### config.mk
export PLATFORM = sky130hd
export DESIGN_NAME = pw_capture_ctrl
export DESIGN_NICKNAME = d
export VERILOG_FILES = /design/src/rtl/pw_capture_ctrl.sv
export SDC_FILE = /design/constraint.sdc
export NUM_CORES = 1
export LEC_CHECK = 0
export ABC_AREA = 1
export ABC_CLOCK_PERIOD_IN_PS = 5860
export BUFFER_PORTS_ARGS = -buffer_cell sky130_fd_sc_hd__buf_2
export CAP_MARGIN = 10
export CORE_MARGIN = 4
export CORE_UTILIZATION = 40
export CTS_BUF_LIST = sky130_fd_sc_hd__clkbuf_4
export CTS_CLUSTER_DIAMETER = 30
export CTS_CLUSTER_SIZE = 24
export DETAILED_ROUTE_END_ITERATION = 12
export GPL_TIMING_DRIVEN = 0
export PLACE_DENSITY = 0.63
export RECOVER_POWER = 25
export SLEW_MARGIN = 0
export SYNTH_ARGS = -nofsm -noshare
export SYNTH_HDL_FRONTEND = slang
export SYNTH_SLANG_ARGS = --single-unit
### constraint.sdc
create_clock -name fe_clk -period 5.86 [get_ports fe_clk]
set_input_delay 1.172 -clock fe_clk [delete_from_list [all_inputs] [get_ports fe_clk]]
set_output_delay 1.172 -clock fe_clk [all_outputs]
set_load 0.02 [all_outputs]
### src/rtl/pw_capture_ctrl.sv
// Capture sequencer: arm, wait for a start event, delay, then gate
// front-end capture for a programmed number of FIFO writes.
module pw_capture_ctrl #(
  parameter int pDELAY_WIDTH = 20,
  parameter int pLEN_WIDTH   = 16
) (
  input  logic                    fe_clk,
  input  logic                    reset_i,
  input  logic                    I_arm,
  input  logic                    I_capture_now,
  input  logic                    I_match,
  input  logic [pDELAY_WIDTH-1:0] I_capture_delay,
  input  logic [pLEN_WIDTH-1:0]   I_capture_len,
  input  logic                    I_data_wr,
  input  logic                    I_fifo_full,
  output logic                    O_capture_enable,
  output logic                    O_capturing,
  output logic                    O_done,
  output logic                    O_overflow,
  output logic [pLEN_WIDTH-1:0]   O_count
);

  typedef enum logic [2:0] {
    S_IDLE,
    S_ARMED,
    S_DELAY,
    S_CAPTURE,
    S_DONE
  } state_t;

  localparam logic [pDELAY_WIDTH-1:0] DLY_ONE =
    {{(pDELAY_WIDTH-1){1'b0}}, 1'b1};
  localparam logic [pLEN_WIDTH-1:0] LEN_ONE =
    {{(pLEN_WIDTH-1){1'b0}}, 1'b1};

  state_t                  state, state_n;
  logic                    arm_q;
  logic [pDELAY_WIDTH-1:0] dly_r, dly_n;
  logic [pLEN_WIDTH-1:0]   len_r, len_n;
  logic [pLEN_WIDTH-1:0]   count_n, cnt_inc;
  logic                    done_n, ovf_n;
  logic                    arm_rise;

  // arm_q resets high so a level held through reset is not an arm edge
  assign arm_rise = I_arm & ~arm_q;
  assign cnt_inc  = (O_count == '1) ? O_count : O_count + LEN_ONE;

  // State, counters and registered outputs
  always_ff @(posedge fe_clk or posedge reset_i) begin
    if (reset_i) begin
      state            <= S_IDLE;
      arm_q            <= 1'b1;
      dly_r            <= '0;
      len_r            <= '0;
      O_count          <= '0;
      O_done           <= 1'b0;
      O_overflow       <= 1'b0;
      O_capture_enable <= 1'b0;
      O_capturing      <= 1'b0;
    end else begin
      state            <= state_n;
      arm_q            <= I_arm;
      dly_r            <= dly_n;
      len_r            <= len_n;
      O_count          <= count_n;
      O_done           <= done_n;
      O_overflow       <= ovf_n;
      O_capture_enable <= (state_n == S_CAPTURE);
      O_capturing      <= (state_n == S_DELAY) |
                          (state_n == S_CAPTURE);
    end
  end

  // Next-state and next-value logic; disarm aborts any active phase
  always_comb begin
    state_n = state;
    dly_n   = dly_r;
    len_n   = len_r;
    count_n = O_count;
    done_n  = O_done;
    ovf_n   = O_overflow;
    unique case (state)
      S_IDLE: begin
        if (arm_rise) begin
          state_n = S_ARMED;
          len_n   = I_capture_len;
          count_n = '0;
          done_n  = 1'b0;
          ovf_n   = 1'b0;
        end
      end
      S_ARMED: begin
        if (!I_arm) begin
          state_n = S_IDLE;
        end else if (I_match | I_capture_now) begin
          dly_n   = I_capture_delay;
          state_n = (I_capture_delay == '0) ? S_CAPTURE : S_DELAY;
        end
      end
      S_DELAY: begin
        dly_n = dly_r - DLY_ONE;
        if (!I_arm) begin
          state_n = S_IDLE;
        end else if (dly_r == DLY_ONE) begin
          state_n = S_CAPTURE;
        end
      end
      S_CAPTURE: begin
        if (I_data_wr) begin
          count_n = cnt_inc;
        end
        if (!I_arm) begin
          state_n = S_IDLE;
        end else if (I_data_wr && len_r != '0 && cnt_inc == len_r) begin
          state_n = S_DONE;
          done_n  = 1'b1;
          ovf_n   = 1'b0;
        end else if (I_fifo_full) begin
          state_n = S_DONE;
          done_n  = 1'b1;
          ovf_n   = 1'b1;
        end
      end
      S_DONE: begin
        if (!I_arm) begin
          state_n = S_IDLE;
        end
      end
      default: begin
        state_n = S_IDLE;
      end
    endcase
  end

endmodule

==> impl_metrics.env, run 1 <==
export IMPL_die_x_microns=104
export IMPL_crit_buf_inv=3
export IMPL_finalSetupViolCount=0
export IMPL_gp_congestion=0.927
export IMPL_final_cell_count_no_fill=713
export IMPL_first_iter_violations=159
export IMPL_routed_via_density=5.34
export IMPL_worstMarginPinSlew_ns=2.14
export IMPL_fin_nets=646
export IMPL_cts_sinks=60
export IMPL_netlist_top_cells_area="dfrtp_1 (40%), nand2_1 (13%), nand3_1 (8.1%)"
export IMPL_synthCells=526
export IMPL_grt_util_met3_pct=3.91
export IMPL_dieArea_sq_um=10900
export IMPL_io_buffers=62
export IMPL_final_common_cell="nand2_1"
export IMPL_multi_input_area_sq_um=1900
export IMPL_fin_skew_ns=0.0136
export IMPL_cp_end_kind="async pin"
export IMPL_relSlewSlack_pct=-42.4
export IMPL_cts_buffer_depth=2
export IMPL_hpwl_microns=8250
export IMPL_postLayoutCoreUtil_pct=48.9
export IMPL_leakagePower_nw=2.17
export IMPL_antenna_left=0
export IMPL_ys_warnings_count=0
export IMPL_start_util_pct=41.8
export IMPL_hold_violations=0
export IMPL_clock_latency_ns=0.42
export IMPL_htreeDepth=3
export IMPL_areaGrowthSynthToFinish_pct=17.0
export IMPL_nFillCells=901
export IMPL_overflow=0
export IMPL_numCtsBuffers=9
export IMPL_top_level_ports=63
export IMPL_cp_top_family="buffers and inverters"
export IMPL_drt_total_wl_microns=10900
export IMPL_final_cell_mix="nand2_1 (129), inv_1 (64), nor2_1 (63), buf_2 (63), nand3_1 (60)"
export IMPL_peakVddDrop_mv=0.164
export IMPL_cts_resized=0
export IMPL_post_cts_buffers=0
export IMPL_status="complete, but fails checks"
export IMPL_syn_area_per_cell_sq_um=7.07
export IMPL_yosys_area_top_type_share_pct=39.7
export IMPL_top_usage_layer="met2"
export IMPL_drt_first_pass_iters=5
export IMPL_slew_viol_final=40
export IMPL_final_min_clock_period_ns=3.40
export IMPL_fp_dieH_microns=104
export IMPL_cap_violations=1
export IMPL_arrival_ns=3.51
export IMPL_hold_path_class="flop to flop"
export IMPL_drc=0
export IMPL_place_inst=697
export IMPL_grt_use_met1_pct=26.1
export IMPL_antenna_found_initial=0
export IMPL_p_per_area_nw_per_um2=303
export IMPL_failed_checks="max-capacitance violations, max-slew violations"
export IMPL_n_antenna_cell=0
export IMPL_worst_setup_path_type="input pin to async pin"
export IMPL_cp_required_ns=5.97
export IMPL_grt_max_degree=40
export IMPL_syn_num_nets=572
export IMPL_cpPeakStageDelay_ns=1.58
export IMPL_yosysTopAreaCell="dfrtp_1"
export IMPL_synth_area_sq_um=3720
export IMPL_rows=34
export IMPL_power_mw=1.32
export IMPL_clk_pin_slew_ns=0.10
export IMPL_grt_util_met2_pct=33.6
export IMPL_worstPathCellList="buf_2 -> inv_1 -> clkbuf_1"
export IMPL_routedWlPerCell_microns=15.2
export IMPL_drive_gt1_share_pct=15.9
export IMPL_first_global_vias=3724
export IMPL_ys_types=37
export IMPL_vias=3808
export IMPL_slowest_stage="clkbuf_1"
export IMPL_critPathMaxFanout=39
export IMPL_rsz0062_at_grt="no"
export IMPL_synth_ff_latch_count=60
export IMPL_tns_ns=0
export IMPL_clock_root_buffer="clkbuf_4"
export IMPL_coreArea_sq_um=8890
export IMPL_pre_cts_ws_ns=2.84
export IMPL_timing_fmax_mhz=294
export IMPL_seq_area_sq_um=1500
export IMPL_startpoint_type="input pin"
export IMPL_fin_crit_sh_pct=58.1
export IMPL_seq_area_frac_synth_pct=40.4
export IMPL_grt_pass1_wl_microns=17900
export IMPL_tritoncts="built"
export IMPL_track_usage_pct=20.5
export IMPL_postCtsHoldBufs=0
export IMPL_setup_slack_ns=2.46
area by class of cell:
| cell class | count | share of cell area (%) |
|---|---|---|
| multi-input cells | 386 | 43.6 |
| flip-flops and latches | 60 | 34.6 |
| repair buffers | 63 | 7.19 |
| inverters | 66 | 5.70 |
| well taps | 108 | 3.11 |
| clock inverters | 7 | 2.65 |
| plain buffers | 14 | 1.61 |
| clock buffers | 9 | 1.55 |
cells by family (layout without fill, tap and decap cells):
| logic type | after synthesis | after routing | share of synthesized area [%] |
|---|---|---|---|
| adder cells (fa/ha/maj) | 3 | 3 | 1.01 |
| AND/OR/NAND/NOR | 301 | 301 | 36.5 |
| AO/OA/AOI/OAI | 75 | 75 | 11.8 |
| buffers and inverters | 80 | 159 | 8.55 |
| XOR/XNOR | 7 | 7 | 1.65 |
| flip-flops | 60 | 60 | 40.4 |
sequential cells by signal (all words and copies together), names as in the netlist:
signal and flops:
len_r 16, dly_r 20, O_overflow 1, O_capturing 1
arm_q 1, O_capture_enable 1, O_done 1, O_count 16
state 3
layer usage:
| metal | routed length, microns | vias to the layer above |
|---|---|---|
| li1 | - | 1906 |
| met2 | 5100 | 116 |
| met3 | 622 | 28 |
| met1 | 4760 | 1758 |
| met5 | 0 | - |
| met4 | 382 | 0 |
through the flow:
step / hold slack [ns] / instance area (sq um)
CTS: 0.484 / 4370
global route: 0.512 / 4350
floorplan: 0.465 / 3720
global placement: 0.458 / 4160
finish: 0.485 / 4350
detailed placement: 0.457 / 4180
final timing paths:
| path | from | end | slack [ns] | cells after the start |
|---|---|---|---|---|
| worst max register to register | O_count[0] | O_overflow | 3.36 | 17 |
| worst max-delay path | reset_i | len_r[5] | 2.46 | 3 |
| max in group fe_clk | I_arm | dly_r[4] | 3.17 | 8 |
| worst min-delay path | O_done | O_done | 0.48 | 2 |
| worst min register to register | O_done | O_done | 0.48 | 2 |
| min in group asynchronous | reset_i | O_count[9] | 0.92 | 2 |
synthesized netlist by cell type:
cell / n
o21ai_0: 29
nand2_1: 129
nand4_1: 17
and2_1: 1
nand4_2: 1
dfrtp_1: 59
nand3_1: 60
a31oi_1: 1
nor3_2: 1
ha_1: 3
clkbuf_1: 9
nor4_1: 8
a221oi_1: 1
clkinv_1: 1
inv_2: 1
o311ai_0: 2
xor2_1: 6
xnor2_1: 1
buf_6: 2
o211ai_1: 11
o31ai_1: 2
nor2_4: 2
buf_1: 1
o22ai_1: 5
nor2_1: 63
a32oi_1: 1
nand3_2: 5
o221ai_1: 2
nor3_1: 8
nand2_2: 3
nand3b_1: 1
inv_1: 64
buf_2: 2
nor2_2: 2
o21a_1: 1
a21oi_1: 20
dfstp_2: 1
power breakdown:
part / internal, mW / switching, mW / leakage (nW)
Combinational: 0.122 / 0.214 / 1.33
Sequential: 0.510 / 0.0805 / 0.746
Clock: 0.214 / 0.175 / 0.0936
Total: 0.847 / 0.469 / 2.17
worst register-to-register path, stage by stage (launching register included):
cell,delay [ns]
dfrtp_1,0.46
ha_1,0.31
inv_1,0.06
nor2_1,0.10
nand2_1,0.17
nor2_4,0.18
inv_2,0.07
buf_6,0.16
nand3_1,0.07
nand2_1,0.05
nor2_1,0.08
nand3_1,0.16
nor2_2,0.14
nand3_2,0.12
nand3_2,0.09
nand2_1,0.07
nand2_1,0.06
nand2_1,0.05
Note: power is estimated with default switching activity, not from simulation.
==> inputs of run 2 (changes only) <==
--- a/config.mk
+++ b/config.mk
@@ -6,7 +6,7 @@
 export NUM_CORES = 1
 export LEC_CHECK = 0
 export ABC_AREA = 1
-export ABC_CLOCK_PERIOD_IN_PS = 5860
+export ABC_CLOCK_PERIOD_IN_PS = 3100
 export BUFFER_PORTS_ARGS = -buffer_cell sky130_fd_sc_hd__buf_2
 export CAP_MARGIN = 10
 export CORE_MARGIN = 4
@@ -16,7 +16,7 @@
 export CTS_CLUSTER_SIZE = 24
 export DETAILED_ROUTE_END_ITERATION = 12
 export GPL_TIMING_DRIVEN = 0
-export PLACE_DENSITY = 0.63
+export PLACE_DENSITY = 0.65
 export RECOVER_POWER = 25
 export SLEW_MARGIN = 0
 export SYNTH_ARGS = -nofsm -noshare
==> constraint.sdc (replaced) <==
create_clock -name fe_clk -period 3.1 [get_ports fe_clk]
set_input_delay 0.62 -clock fe_clk [delete_from_list [all_inputs] [get_ports fe_clk]]
set_output_delay 0.62 -clock fe_clk [all_outputs]
set_load 0.02 [all_outputs]
==> run 2 against run 1 <==
Against the previous run: the run now ends clean; combinational power grew 88%; global-route usage decreased by 0.15 points; worst hold slack lost 0.16 ns; final cell count did not move; highest routed layer unchanged.
==> impl_metrics.env, run 2 (synthesized netlist as in run 1, its figures left out) <==
export IMPL_grt_use_met1_pct=26.7
export IMPL_drt_first_pass_iters=5
export IMPL_cp_end_kind="flop"
export IMPL_crit_buf_inv=3
export IMPL_startpoint_type="flop"
export IMPL_die_x_microns=104
export IMPL_tns_ns=0
export IMPL_peakVddDrop_mv=0.311
export IMPL_largest_reg_flops=20
export IMPL_clk_pin_slew_ns=0.12
export IMPL_clock_root_buffer="clkbuf_4"
export IMPL_power_mw=2.32
export IMPL_grt_util_met2_pct=32.8
export IMPL_drive_gt1_share_pct=16.2
export IMPL_regMostFlops="dly_r"
export IMPL_fin_hold_ws_ns=0.329
export IMPL_first_global_vias=3713
export IMPL_routedWlPerCell_microns=15.0
export IMPL_fp_dieH_microns=104
export IMPL_dieArea_sq_um=10900
export IMPL_worstPathCellList="ha_1 -> inv_1 -> nor2_1 -> nand2_1 -> nor2_4 -> inv_2 -> buf_6 -> nand3_1 -> nand2_1 -> nor2_1 -> nand3_1 -> nor2_2 -> nand3_2 -> nand3_2 -> nand2_1 -> nand2_1 -> nand2_1"
export IMPL_slew_viol_final=0
export IMPL_reg_top3="dly_r (20), O_count (16), len_r (16)"
export IMPL_io_buffers=62
export IMPL_hpwl_microns=8230
export IMPL_hold_violations=0
export IMPL_worst_setup_path_type="flop to flop"
export IMPL_crit_top_cell="nand2_1"
export IMPL_htreeDepth=3
export IMPL_first_iter_violations=189
export IMPL_hold_path_class="input pin to async pin"
export IMPL_grt_max_degree=41
export IMPL_slowest_stage="dfrtp_1"
export IMPL_top_level_ports=63
export IMPL_areaGrowthSynthToFinish_pct=15.7
export IMPL_cpPeakStageDelay_ns=0.48
export IMPL_post_cts_buffers=0
export IMPL_routed_via_density=5.50
export IMPL_cts_sinks=60
export IMPL_rsz0062_at_grt="no"
export IMPL_timing_fmax_mhz=384
export IMPL_p_per_area_nw_per_um2=539
export IMPL_arrival_ns=2.91
export IMPL_worstMarginPinSlew_ns=1.04
export IMPL_overflow=0
export IMPL_drt_total_wl_microns=10700
export IMPL_final_common_cell="nand2_1"
export IMPL_fin_nets=646
export IMPL_track_usage_pct=20.3
export IMPL_drc=0
export IMPL_final_cell_count_no_fill=713
export IMPL_critPathMaxFanout=10
export IMPL_cts_resized=0
export IMPL_numCtsBuffers=9
export IMPL_cts_buffer_depth=2
export IMPL_n_antenna_cell=0
export IMPL_place_inst=697
export IMPL_vias=3923
export IMPL_status="complete, no violations"
export IMPL_grt_pass1_wl_microns=18100
export IMPL_finalSetupViolCount=0
export IMPL_final_cell_mix="nand2_1 (129), inv_1 (64), nor2_1 (63), buf_2 (63), nand3_1 (60)"
export IMPL_cp_required_ns=3.40
export IMPL_leakagePower_nw=2.16
export IMPL_top_usage_layer="met2"
export IMPL_rows=34
export IMPL_cp_top_family="simple AND/OR/NAND/NOR gates"
export IMPL_grt_util_met3_pct=2.86
export IMPL_start_util_pct=41.8
export IMPL_fin_skew_ns=0.0237
export IMPL_antenna_left=0
export IMPL_gp_congestion=0.934
export IMPL_relSlewSlack_pct=30.9
export IMPL_postCtsHoldBufs=0
export IMPL_fin_crit_sh_pct=84.0
export IMPL_tritoncts="built"
export IMPL_cap_violations=0
export IMPL_antenna_found_initial=0
export IMPL_final_min_clock_period_ns=2.60
export IMPL_clock_latency_ns=0.41
export IMPL_coreArea_sq_um=8890
run 2: metrics by stage:
stage	util (%)	setup WS, ns	cell area, sq um
2_1_floorplan	-	0.924	3720
3_3_place_gp	46.8	0.148	4160
3_5_place_dp	47.0	0.575	4180
4_1_cts	48.6	0.545	4320
5_1_grt	48.4	0.252	4300
6_report	48.4	0.496	4300
run 2: worst paths after layout:
kind,start,end,cells after the start,slack [ns]
worst max register to register,O_count[0],O_overflow,17,0.50
min in group fe_clk,I_arm,arm_q,1,0.43
worst min-delay path,reset_i,O_count[1],2,0.33
max in group asynchronous,reset_i,dly_r[2],3,1.26
worst min register to register,O_done,O_done,2,0.48
worst max-delay path,O_count[0],O_overflow,17,0.50
run 2: cell type report:
cell class                 count  area, sq um
fill                         907         4590
multi-input combinational    386         1900
sequential                    60         1500
timing repair buffer          63          314
inverter                      66          248
tap                          108          135
clock buffer                  11         82.6
buffer                        14         70.1
clock inverter                 5         52.6
run 2: where the power goes:
group	switching, mW	total [mW]	internal (mW)
registers	0.151	1.12	0.965
logic	0.402	0.633	0.231
clock network	0.310	0.570	0.260
total	0.863	2.32	1.46
run 2: per-layer routing:
metal	wire length, microns	part of all wire (%)
met4	412	3.8
met5	0	0
met2	4960	46
met1	4730	44
met3	605	5.6
